File: src/rtl/register_array_ctrl.sv
// Command sequencer for the conjugation register array: LOAD/ROTATE/TOGGLE/READ drive load-enables and mux selects.
// Define CBA_CTRL_PERF_CNT_EN to add perf_cycles, a saturating count of busy cycles.
module register_array_ctrl #(
  parameter int num_qubit = 4,
  parameter int CW        = $clog2(num_qubit) + 1
) (
  input  logic                 clk,
  input  logic                 rst,
  input  logic                 cmd_valid,
  output logic                 cmd_ready,
  input  logic [1:0]           cmd_op,
  input  logic [num_qubit-1:0] cmd_mask,
  input  logic                 in_valid,
  output logic                 in_ready,
  output logic                 out_valid,
  input  logic                 out_ready,
  output logic [CW-1:0]        col_idx,
  output logic                 ld_literal,
  output logic [num_qubit-1:0] ld_phase,
  output logic                 shift_rotate_literal,
  output logic                 shift_toggle_phase,
  output logic                 rotate_update_literal,
  output logic                 busy
`ifdef CBA_CTRL_PERF_CNT_EN
  ,
  output logic [15:0]          perf_cycles
`endif
);

  typedef enum logic [2:0] {
    S_IDLE   = 3'd0,
    S_LOAD   = 3'd1,
    S_ROTATE = 3'd2,
    S_TOGGLE = 3'd3,
    S_READ   = 3'd4
  } state_t;

  state_t               state_q, state_d;
  logic [CW-1:0]        cnt_q, cnt_d;
  logic [num_qubit-1:0] mask_q, mask_d;
  logic                 last;

  assign last = (cnt_q == CW'(num_qubit - 1));

  always_ff @(posedge clk or posedge rst) begin
    if (rst) begin
      state_q <= S_IDLE;
      cnt_q   <= '0;
      mask_q  <= '0;
    end else begin
      state_q <= state_d;
      cnt_q   <= cnt_d;
      mask_q  <= mask_d;
    end
  end

  // cnt holds at num_qubit-1 on the final step; it is cleared on the next accept
  always_comb begin
    state_d = state_q;
    cnt_d   = cnt_q;
    mask_d  = mask_q;
    case (state_q)
      S_IDLE: begin
        if (cmd_valid) begin
          mask_d = cmd_mask;
          cnt_d  = '0;
          case (cmd_op)
            2'd0:    state_d = S_LOAD;
            2'd1:    state_d = S_ROTATE;
            2'd2:    state_d = S_TOGGLE;
            default: state_d = S_READ;
          endcase
        end
      end
      S_LOAD: begin
        if (in_valid) begin
          cnt_d = last ? cnt_q : cnt_q + CW'(1);
          if (last) state_d = S_IDLE;
        end
      end
      S_ROTATE: begin
        cnt_d = last ? cnt_q : cnt_q + CW'(1);
        if (last) state_d = S_IDLE;
      end
      S_TOGGLE: state_d = S_IDLE;
      S_READ: begin
        if (out_ready) begin
          cnt_d = last ? cnt_q : cnt_q + CW'(1);
          if (last) state_d = S_IDLE;
        end
      end
      default: state_d = S_IDLE;
    endcase
  end

  always_comb begin
    cmd_ready             = (state_q == S_IDLE);
    busy                  = (state_q != S_IDLE);
    in_ready              = 1'b0;
    out_valid             = 1'b0;
    col_idx               = '0;
    ld_literal            = 1'b0;
    ld_phase              = '0;
    shift_rotate_literal  = 1'b0;
    shift_toggle_phase    = 1'b0;
    rotate_update_literal = 1'b0;
    case (state_q)
      S_LOAD: begin
        in_ready = 1'b1;
        if (in_valid) begin
          ld_literal = 1'b1;
          ld_phase   = '1;
        end
      end
      S_ROTATE: begin
        ld_literal           = 1'b1;
        shift_rotate_literal = 1'b1;
        col_idx              = cnt_q;
        for (int i = 0; i < num_qubit; i++) begin
          if (cnt_q == CW'(i)) rotate_update_literal = mask_q[i];
        end
      end
      S_TOGGLE: begin
        ld_phase           = mask_q;
        shift_toggle_phase = 1'b1;
      end
      S_READ: begin
        out_valid = 1'b1;
        if (out_ready) begin
          ld_literal = 1'b1;
          ld_phase   = '1;
        end
      end
      default: ;
    endcase
  end

`ifdef CBA_CTRL_PERF_CNT_EN
  logic [15:0] perf_q, perf_d;

  always_comb begin
    perf_d = perf_q;
    if (busy && perf_q != 16'hFFFF) perf_d = perf_q + 16'd1;
  end

  always_ff @(posedge clk or posedge rst) begin
    if (rst) perf_q <= '0;
    else     perf_q <= perf_d;
  end

  assign perf_cycles = perf_q;
`endif

endmodule
File: config.mk
export PLATFORM = sky130hd
export DESIGN_NAME = register_array_ctrl
export DESIGN_NICKNAME = d
export VERILOG_FILES = /design/src/rtl/register_array_ctrl.sv
export SDC_FILE = /design/constraint.sdc
export NUM_CORES = 1
export LEC_CHECK = 0
export ABC_CLOCK_PERIOD_IN_PS = 1600
export BUFFER_PORTS_ARGS = -buffer_cell sky130_fd_sc_hd__buf_2
export CELL_PAD_IN_SITES_DETAIL_PLACEMENT = 0
export CELL_PAD_IN_SITES_GLOBAL_PLACEMENT = 1
export CORE_UTILIZATION = 36
export CTS_CLUSTER_DIAMETER = 80
export CTS_CLUSTER_SIZE = 40
export DETAILED_ROUTE_END_ITERATION = 8
export PLACE_DENSITY_LB_ADDON = 0.1
export SLEW_MARGIN = 25
export SYNTH_ARGS = -nofsm -noshare
export SYNTH_HDL_FRONTEND = slang
export SYNTH_SLANG_ARGS = --single-unit
File: constraint.sdc
create_clock -name clk -period 1.6 [get_ports clk]
set_input_delay 0.16 -clock clk [delete_from_list [all_inputs] [get_ports clk]]
set_output_delay 0.16 -clock clk [all_outputs]
set_load 0.01 [all_outputs]
; ---- After elaboration in Yosys (flattened, before gate mapping)
; Cells that the tools add are included.
[op_classes]
n_addsub = 1
n_eq_ne = 12
muxes = 27
reduce_logical = 8
[ops]
columns = operator, n
row1 = $mux 3, 9
row2 = $pmux 3 s4, 2
row3 = $eq 3x2->1 const B, 4
row4 = $pmux 4 s3, 1
row5 = $mux 1, 11
row6 = $pmux 3 s3, 1
row7 = $mux 4, 2
row8 = $eq 3x1->1 const B, 2
row9 = $logic_not 3->1, 2
row10 = $ne 2x2->1 const B, 3
row11 = $reduce_and 4->1, 1
row12 = $reduce_bool 4->1, 1
row13 = $add 3x1->3 const B, 1
row14 = $eq 3x3->1 const B, 1
row15 = $pmux 1 s3, 1
row16 = $reduce_and 3->1, 1
row17 = $reduce_bool 3->1, 1
row18 = $eq 2x1->1 const B, 1
row19 = $eq 2x2->1 const B, 1
row20 = $logic_not 2->1, 1
row21 = $reduce_and 2->1, 1
[word_totals]
ff_bits = 10
in_bits = 11
output_inout_bits = 15
elab_cells = 51

; ---- Longest topological paths before layout
; Gate-level depths: netlist (run 1).
[depth]
word_depth = 6
mapped_depth = 6
depth_no_buf = 6

; ---- Worst setup path after synthesis (run 1)
; Ideal clock, no wire load.
[synth_path]
path_type = reg-to-reg
from = register state_q[1]
to = register mask_q[0]
setup_time_ns = 0.125
arrival_time_ns = 1.470
t_required_ns = 1.475
slack_ns = 0.005
path_stages_with_launch = 5
path_buffers = 1
period_less_slack_ns = 1.595
path_cell_list = dfrtp_1 > buf_6 > nor3_1 > and2_2 > mux2_2
[synth_between]
elab_chain_cells = 2
[synth_rtl]
columns = item, line
row1 = "start, declared", 38  ; state_t state_q, state_d;
row2 = "start signal, assigned", 51  ; state_q <= state_d;
row3 = $logic_not 3->1, -
row4 = named net cmd_ready, 10  ; output logic cmd_ready,
row5 = $reduce_and 2->1 (no line), -
row6 = "end signal, assigned", 53  ; mask_q <= mask_d;
row7 = "end, declared", 40  ; logic [num_qubit-1:0] mask_q, mask_d;
; The timed path passes the listed nets, and every way through them passes these cells.
; A chain may end at the register's enable or synchronous reset.

; ---- Worst setup path after layout (run 1)
[layout_path]
from = register state_q[0]
to = output port rotate_update_literal
[layout_between]
elab_chain_cells = 2
[layout_rtl]
columns = item, line
row1 = $eq 3x2->1, 107  ; case (state_q)
row2 = $mux 1, 107
row3 = "end, declared", 22  ; output logic rotate_update_literal,
; Every way passes these cells.

==> results of run 1 <==
[cells in the mapped netlist]
cell type,number,area (um2)
a211oi_1,2,15.0
a21o_1,4,30.0
a21oi_1,4,20.0
a21oi_2,1,8.76
a31oi_1,1,6.26
and2_2,1,7.51
and3_1,1,6.26
buf_4,2,15.0
buf_6,2,22.5
dfrtp_1,10,250
ha_1,8,100
inv_1,10,37.5
mux2_2,4,45.0
mux2i_1,5,50.1
nand2_1,4,15.0
nand2b_1,1,6.26
nand3_1,1,5.00
nand3b_1,3,22.5
nor2_1,6,22.5
nor3_1,3,15.0
nor3b_1,2,15.0
nor4_1,1,6.26
nor4b_1,1,8.76
o21ai_0,2,10.0
o21ai_2,2,17.5
or2_2,1,6.26
or3_1,1,6.26
or3b_4,1,11.3
xnor2_1,1,8.76
[report_power, final]
| group | switching (mW) | internal (mW) |
|---|---|---|
| Sequential | 0.0744 | 0.359 |
| Combinational | 0.528 | 0.552 |
| Clock | 0.0878 | 0.138 |
| Total | 0.690 | 1.05 |
[cell families after synthesis]
group | count (synthesis)
AO/OA/AOI/OAI | 16
adder cells (fa/ha/maj) | 8
XOR/XNOR | 1
AND/OR/NAND/NOR | 27
flip-flops | 10
multiplexers | 9
buffers and inverters | 14
[what timing repair did]
| action | 4_1_cts | 5_1_grt |
|---|---|---|
| hold buffers | 1 | 0 |
| endpoints found under the setup margin | 11 | 21 |
| endpoints found under the hold margin | 10 | 0 |
| resized for setup | 9 | 18 |
| pin swaps | 2 | 4 |
| setup buffers | 4 | 4 |
[layer usage]
| layer | routed length, um | global-route usage (%) | part of all wire (%) | vias up |
|---|---|---|---|---|
| met3 | 91 | 5.92 | 4.9 | 0 |
| li1 | - | - | - | 379 |
| met1 | 864 | 20.8 | 46 | 337 |
| met4 | 0 | 2.94 | 0 | 0 |
| met5 | 0 | 0 | 0 | - |
| met2 | 906 | 27.3 | 49 | 16 |
[registers in the layout, summed over array words and instances, names as in the netlist]
register / flops
mask_q: 4
state_q: 3
cnt_q: 3
[cell type report]
type / instances / area, um2
Sequential cell: 10 / 250
Tap cell: 27 / 33.8
Fill cell: 203 / 815
Clock buffer: 4 / 36.3
Inverter: 10 / 37.5
Multi-Input combinational cell: 61 / 564
Timing Repair Buffer: 44 / 285
[worst max-delay path by stage]
| stage | start | endpoint | slack (ns) | depth (start not counted) |
|---|---|---|---|---|
| 6_report | state_q[0] | rotate_update_literal | -0.18 | 4 |
| 5_1_grt | state_q[2] | rotate_update_literal | -0.26 | 4 |
| 4_1_cts | state_q[2] | rotate_update_literal | -0.21 | 4 |
| 3_5_place_dp | cnt_q[0] | rotate_update_literal | 0.02 | 5 |
| 3_3_place_gp | cnt_q[0] | rotate_update_literal | 0.04 | 5 |
| 2_1_floorplan | state_q[1] | mask_q[0] | 0.005 | 4 |
[through the flow]
stage / setup WS [ns] / instance area, um2 / setup TNS [ns] / utilization [%] / std cells
after floorplan: 0.00480 / 791 / 0 / - / 85
after global placement: 0.0392 / 995 / 0 / 49.2 / 144
after detailed placement: 0.0155 / 995 / 0 / 49.2 / 144
after CTS: -0.214 / 1110 / -0.781 / 54.7 / 152
after global routing: -0.258 / 1210 / -1.49 / 59.7 / 156
final: -0.185 / 1210 / -0.655 / 59.7 / 156
[worst max-delay path: cells and delay by family, from the launching register on]
kind	cells	cell delay (ns)
DFF	1	0.40
buffers and inverters	1	0.14
and+or+nand+nor	2	0.71
AOI/OAI and AO/OA	1	0.11
==> flow_summary.yaml, run 1 <==
synthesis:
  synth-compound-area-share_pct: 13.6
  synthXorXnorAreaFrac_pct: 1.11
  syn-num-nets: 104
  yosysWarningCount: 0
  muxShareOfSynthArea_pct: 12.0
  synth_seq_area_share_pct: 31.6
  synth.avg_cell_area_um2: 9.30
  syn_inst: 85
  synth_fa_ha_area_share_pct: 12.7
  synthSimpleGateAreaFrac_pct: 19.5
  synth_cell_types: 29
  synth_top_family_by_area: "simple AND/OR/NAND/NOR gates"
  synth_seq_cells: 10
  synth_area_um2: 791
power:
  ir_drop_uv: 838
  power.density_nw_per_um2: 1440
  leakagePower_nw: 0.630
  power.total_mw: 1.74
worst_hold_path:
  holdPathEnd: "mask_q[2]"
  min_from: "cmd_mask[2]"
  min_path_type: "in2reg"
  min_path_cells: 2
worst_setup_path:
  ff2ff_setup_slack_ns: 0.04
  cp_slowest_stage_delay_ns: 0.40
  arrival_ns: 1.62
  startpoint_type: "register"
  r2r-start: "state_q[1]"
  slowest_stage: "dfrtp_1"
  rr_endpoint: "cnt_q[1]"
  crit_fanout: 2
  reg2reg_depth: 7
  worstPathRequired_ns: 1.44
  end_kind: "primary output"
  path_class: "reg2out"
  cp_cell_sequence: "or3b_4 -> or3_4 -> o21ai_2 -> buf_2"
grt:
  track_usage_pct: 16.5
  first_global_vias: 711
  gr-total-overflow: 0
  grt_pass1_wl_mm: 3.06
  antenna_found_initial: 0
  grt_max_degree: 15
final_layout:
  fin_nets: 149
  final_cell_mix: "buf_2 (25), buf_4 (14), dfrtp_1 (10)"
  antenna_cells: 0
  final_common_cell: "buf_2"
  drive_gt1_share_pct: 55.8
  syn_to_final_growth_pct: 52.7
sta:
  rsz0062_at_grt: "true"
  worst_slack_ns: -0.185
  holdWs_ns: 0.119
  finalSetupViolations: 6
  skew_ns: 0.00840
  timing.fmax_ghz: 0.560
  slew_violations: 0
  relSlewSlack_pct: 74.2
  tightestPinTransition_ns: 0.386
  fin_crit_ns: 1.78
  fin_crit_sh_pct: 112
  hold_viol: 0
detailed_routing:
  first_iter_violations: 5
  vias: 732
  viasPerCell: 4.69
  ant_nets: 0
  wirelength_mm: 1.86
  drtPass1Iterations: 4
  wl_per_cell_um: 11.9
  drc: 0
floorplanning:
  fp.dieArea_um2: 2390
  initial_utilization_pct: 39.1
  die_y_um: 48.9
  core_area_um2: 2020
  row_count: 16
  io_pins: 26
  die_w_um: 48.9
clock_tree:
  clock_sinks: 10
  cts_buffers: 3
  root_buffer: "clkbuf_4"
  insertion_delay_ns: 0.27
  cts_tree: "done"
  htreeDepth: 1
  clkTransAtPathRegs_ns: 0.07
  clockBufferDepth: 2
place:
  hpwl_mm: 1.31
  routabilityCongestion: 0.737
  io_buffers: 25
status:
  violations: "negative setup slack"
  status: "finished, violations left"
flow_run:
  maxCapViolations: 0
No activity file was read; power rests on OpenSTA's default activity.
==> run 2: changes to the inputs <==
CELL_PAD_IN_SITES_DETAIL_PLACEMENT = 1   (was 0)
CELL_PAD_IN_SITES_GLOBAL_PLACEMENT = 2   (was 1)
CORE_UTILIZATION = 28   (was 36)
==> run 2 against run 1 <==
Net effect:
- global-route usage fell by 0.19 points
- die area rose by 27%
- non-clock buffer count fell by 2
- the run still ends with negative setup slack left
- clock-buffer cell count fell by 1
- critical path type unchanged
- cell count did not move
- first-iteration DRC count fell by 80%
- fmax fell by 2.0%
- flip-flop and latch count did not move
- largest power group unchanged
- wire length rose by 23%
- critical path depth did not move
==> flow_summary.yaml, run 2 (same netlist as run 1, synthesis figures left out) <==
detailed_routing:
  viasPerCell: 4.76
  drc: 0
  wl_per_cell_um: 14.6
  ant_nets: 0
  wirelength_mm: 2.28
  vias: 743
  first_iter_violations: 1
  drtPass1Iterations: 3
final_layout:
  seqCellArea_um2: 250
  drive_gt1_share_pct: 59.5
  multi_input_area_um2: 602
  fillerInstances: 310
  final_common_cell: "buf_2"
  final_cell_mix: "buf_2 (24), buf_4 (11), dfrtp_1 (10)"
  regMostFlops: "mask_q"
  final_cells: 156
  largest_reg_flops: 4
  antenna_cells: 0
  post-route-util_pct: 48.0
  top_regs: "mask_q x4, cnt_q x3, state_q x3"
  syn_to_final_growth_pct: 55.9
  fin_nets: 147
floorplanning:
  io_pins: 26
  die_y_um: 55.1
  row_count: 18
  die_w_um: 55.1
  fp.dieArea_um2: 3040
  core_area_um2: 2570
  initial_utilization_pct: 30.8
place:
  routabilityCongestion: 0.738
  dpl.cell_count: 147
  io_buffers: 25
  hpwl_mm: 1.55
worst_setup_path:
  startpoint_type: "register"
  ff2ff_setup_slack_ns: -0.06
  path_class: "reg2out"
  crit_fanout: 2
  rr_endpoint: "state_q[0]"
  arrival_ns: 1.66
  reg2reg_depth: 8
  worstPathRequired_ns: 1.44
  end_kind: "primary output"
  r2r-start: "state_q[0]"
clock_tree:
  clkTransAtPathRegs_ns: 0.07
  insertion_delay_ns: 0.27
  root_buffer: "clkbuf_4"
  htreeDepth: 1
  cts_tree: "done"
  clock_sinks: 10
  clockBufferDepth: 2
  cts_buffers: 3
grt:
  first_global_vias: 748
  track_usage_pct: 16.3
  grt_pass1_wl_mm: 3.42
  grt_max_degree: 14
  gr-total-overflow: 0
  antenna_found_initial: 0
sta:
  worst_slack_ns: -0.222
  rsz0062_at_grt: "true"
  skew_ns: 0.00987
  hold_viol: 0
  relSlewSlack_pct: 72.4
  fin_crit_sh_pct: 114
  fin_crit_ns: 1.82
  tightestPinTransition_ns: 0.414
  holdWs_ns: 0.126
  slew_violations: 0
  finalSetupViolations: 9
  timing.fmax_ghz: 0.549
power:
  intPower_mw: 1.06
  p_sw_share_pct: 42.0
  power.total_mw: 1.82
  p_seq_share_pct: 24.0
  clockPowerShare_pct: 9.7
  power.density_nw_per_um2: 1480
  combPwrFrac_pct: 66.3
  power.switching_mw: 0.767
  ir_drop_uv: 889
  leakagePower_nw: 0.609
status:
  status: "finished, violations left"
  violations: "negative setup slack"
worst_hold_path:
  min_path_cells: 2
  min_from: "cmd_mask[1]"
  min_path_type: "in2reg"
  holdPathEnd: "mask_q[1]"
flow_run:
  maxCapViolations: 0
-- run 2: cell types whose count changed in the layout (fill, tap and decap cells not counted), sizes merged --
cell	previous run	this run
clkbuf	4	3
buf	43	41
-- run 2: through the flow --
step / cell area, um2 / TNS (ns) / setup slack, ns
2_1_floorplan: 791 / 0 / 0.00480
3_3_place_gp: 998 / 0 / 0.0301
3_5_place_dp: 998 / -0.00326 / -0.00326
4_1_cts: 1110 / -0.702 / -0.209
5_1_grt: 1230 / -1.91 / -0.280
6_report: 1230 / -0.932 / -0.222
-- run 2: worst max-delay path, stage by stage (launching register included) --
cell and delay, ns:
dfrtp_1 0.41, or3b_4 0.39, or3_4 0.34, o21ai_2 0.13
buf_2 0.14
-- run 2: layout make-up --
class	instances	area share, %
clock buffers	3	1.83
inverters	10	3.25
well taps	30	3.05
repair buffers	42	22.7
multi-input cells	61	48.8
flip-flops and latches	10	20.3
-- run 2: routing by layer --
| metal | wire [um] | vias to the layer above | part of all wire (%) | global-route usage (%) |
|---|---|---|---|---|
| met5 | 0 | - | 0 | 0 |
| met4 | 7 | 0 | 0.31 | 2.50 |
| met3 | 83 | 2 | 3.6 | 4.92 |
| met2 | 1140 | 17 | 50 | 26.1 |
| met1 | 1050 | 350 | 46 | 22.0 |
| li1 | - | 374 | - | - |
-- run 2: worst max-delay path by stage --
stage | from | end | slack (ns) | cells after the start
global route | state_q[2] | rotate_update_literal | -0.28 | 4
global placement | cnt_q[0] | rotate_update_literal | 0.03 | 5
floorplan | state_q[1] | mask_q[0] | 0.005 | 4
finish | state_q[2] | rotate_update_literal | -0.22 | 4
CTS | cnt_q[0] | rotate_update_literal | -0.21 | 5
detailed placement | cnt_q[0] | cnt_q[0] | -0.003 | 6
-- run 2: power groups by stage --
stage	Clock [mW]	Sequential [mW]	Combinational, mW
after global placement	0	0.435	0.872
after floorplan	0	0.418	0.606
after CTS	0.182	0.438	1.01
after detailed placement	0	0.440	0.878
final	0.177	0.439	1.21
after global routing	0.193	0.453	1.32
-- run 2: repair_timing --
item,in CTS,in global routing
resized for setup,14,24
endpoints found under the hold margin,10,0
setup endpoints to repair,8,23
cloned,0,0
buffers inserted,4,3
hold buffers,1,0
pin swaps,2,10
==> run 3: changes to the inputs <==
CELL_PAD_IN_SITES_DETAIL_PLACEMENT = not set   (was 1)
CELL_PAD_IN_SITES_GLOBAL_PLACEMENT = not set   (was 2)
CORE_UTILIZATION = 48   (was 28)
PLACE_DENSITY = 0.76   (was not set)
PLACE_DENSITY_LB_ADDON = not set   (was 0.1)
SETUP_SLACK_MARGIN = 0.15   (was not set)
SKIP_CTS_REPAIR_TIMING = 1   (was not set)
==> run 3 against run 2 <==
Net effect:
- critical endpoint unchanged
- largest cell class unchanged
- the flow still finishes with violations (negative setup slack)
- worst hold slack got worse by 0.033 ns
- highest routed layer unchanged
- sequential power increased by 1%
- fmax decreased by 3.8%
- flip-flop and latch count unchanged
==> flow_summary.yaml, run 3 (same netlist as run 1, synthesis figures left out) <==
status:
  status: "finished, violations left"
  violations: "negative setup slack"
final_layout:
  top_regs: "mask_q x4, cnt_q x3, state_q x3"
  fillerInstances: 71
  final_common_cell: "buf_2"
  largest_reg_flops: 4
  syn_to_final_growth_pct: 69.5
  seqCellArea_um2: 250
  drive_gt1_share_pct: 61.0
  antenna_cells: 0
  fin_nets: 156
  regMostFlops: "mask_q"
  final_cell_mix: "buf_2 (21), buf_6 (17), buf_4 (12)"
  final_cells: 152
  multi_input_area_um2: 597
sta:
  finalSetupViolations: 11
  fin_setup_tns_ns: -0.676
  relSlewSlack_pct: 72.9
  skew_ns: 0.0196
  timing.fmax_ghz: 0.528
  holdWs_ns: 0.0933
  tightestPinTransition_ns: 0.406
  worst_slack_ns: -0.294
  slew_violations: 0
  fin_crit_ns: 1.89
  hold_viol: 0
  rsz0062_at_grt: "true"
  fin_crit_sh_pct: 118
detailed_routing:
  ant_nets: 0
  wl_per_cell_um: 17.0
  vias: 837
  drtPass1Iterations: 4
  first_iter_violations: 37
  viasPerCell: 5.51
  drc: 0
  wirelength_mm: 2.58
floorplanning:
  row_count: 14
  core_area_um2: 1520
  die_y_um: 42.6
  die_w_um: 42.6
  fp.dieArea_um2: 1810
  initial_utilization_pct: 51.9
  io_pins: 26
clock_tree:
  cts_buffers: 3
  htreeDepth: 1
  root_buffer: "clkbuf_4"
  clkTransAtPathRegs_ns: 0.09
  clockBufferDepth: 2
  cts_tree: "done"
  insertion_delay_ns: 0.29
  clock_sinks: 10
grt:
  grt_util_met3_pct: 4.31
  gr-total-overflow: 0
  grtUsageMet2_pct: 31.4
  track_usage_pct: 20.6
  grt_util_met1_pct: 28.0
  antenna_found_initial: 0
  grt_pass1_wl_mm: 2.77
  first_global_vias: 623
  grt_max_degree: 15
  busiest_layer: "met2"
place:
  hpwl_mm: 1.30
  routabilityCongestion: 0.858
  dpl.cell_count: 128
  io_buffers: 25
power:
  leakagePower_nw: 0.687
  combPwrFrac_pct: 65.0
  power.density_nw_per_um2: 1480
  intPower_mw: 1.16
  power.switching_mw: 0.818
  power.total_mw: 1.98
  ir_drop_uv: 1280
  p_seq_share_pct: 22.4
  clockPowerShare_pct: 12.6
  p_sw_share_pct: 41.3
worst_setup_path:
  arrival_ns: 1.73
  crit_end: "rotate_update_literal"
  path_class: "reg2out"
  reg2reg_depth: 8
  ff2ff_setup_slack_ns: -0.03
  startpoint_type: "register"
  crit_fanout: 3
  cp-startpoint: "cnt_q[1]"
  r2r-start: "state_q[2]"
  end_kind: "primary output"
  worstPathRequired_ns: 1.44
  rr_endpoint: "cnt_q[2]"
flow_run:
  maxCapViolations: 0
worst_hold_path:
  min_path_type: "in2reg"
-- run 3: cell types whose count changed in the layout (fill, tap and decap cells not counted), sizes merged --
cell	change
buf	+9
clkbuf	+1
-- run 3: worst min path at each step --
stage | startpoint | to | slack (ns) | cells past startpoint
after floorplan | rst | cnt_q[0] | 0.0002 | 1
after global placement | rst | mask_q[0] | 0.15 | 2
after detailed placement | rst | mask_q[1] | 0.16 | 2
after CTS | rst | mask_q[1] | -0.14 | 2
after global routing | cmd_mask[3] | mask_q[3] | 0.1 | 2
final | cmd_mask[3] | mask_q[3] | 0.09 | 2
-- run 3: final cells by class --
cell class	count	area share, %
repair buffers	51	29.6
clock buffers	4	2.71
well taps	16	1.49
flip-flops and latches	10	18.7
inverters	10	2.99
multi-input cells	61	44.5
-- run 3: worst max-delay path: stages (launching register included) --
cell and delay (ns):
dfrtp_1 0.42, ha_2 0.21, ha_4 0.16, or3_1 0.36, o21ai_2 0.14, buf_2 0.15
-- run 3: metal layers --
| layer | share of wire, % | wire [um] |
|---|---|---|
| met2 | 50 | 1280 |
| met5 | 0 | 0 |
| met1 | 43 | 1120 |
| met4 | 1.6 | 42 |
| met3 | 5.3 | 137 |
-- run 3: metrics by stage --
stage / cell area, um2 / setup WS (ns) / utilization, %
6_report: 1340 / -0.294 / 87.9
5_1_grt: 1340 / -0.319 / 87.9
4_1_cts: 995 / -0.267 / 65.3
3_5_place_dp: 958 / 0.0255 / 62.9
3_3_place_gp: 958 / 0.0504 / 62.9
2_1_floorplan: 806 / 0.0922 / -
-- run 3: power groups by stage --
stage               Clock (mW)  Sequential [mW]  Combinational, mW
floorplan                    0            0.419              0.622
global placement             0            0.433              0.801
detailed placement           0            0.440              0.809
CTS                      0.238            0.434              0.817
global route             0.255            0.455               1.37
finish                   0.250            0.444               1.29
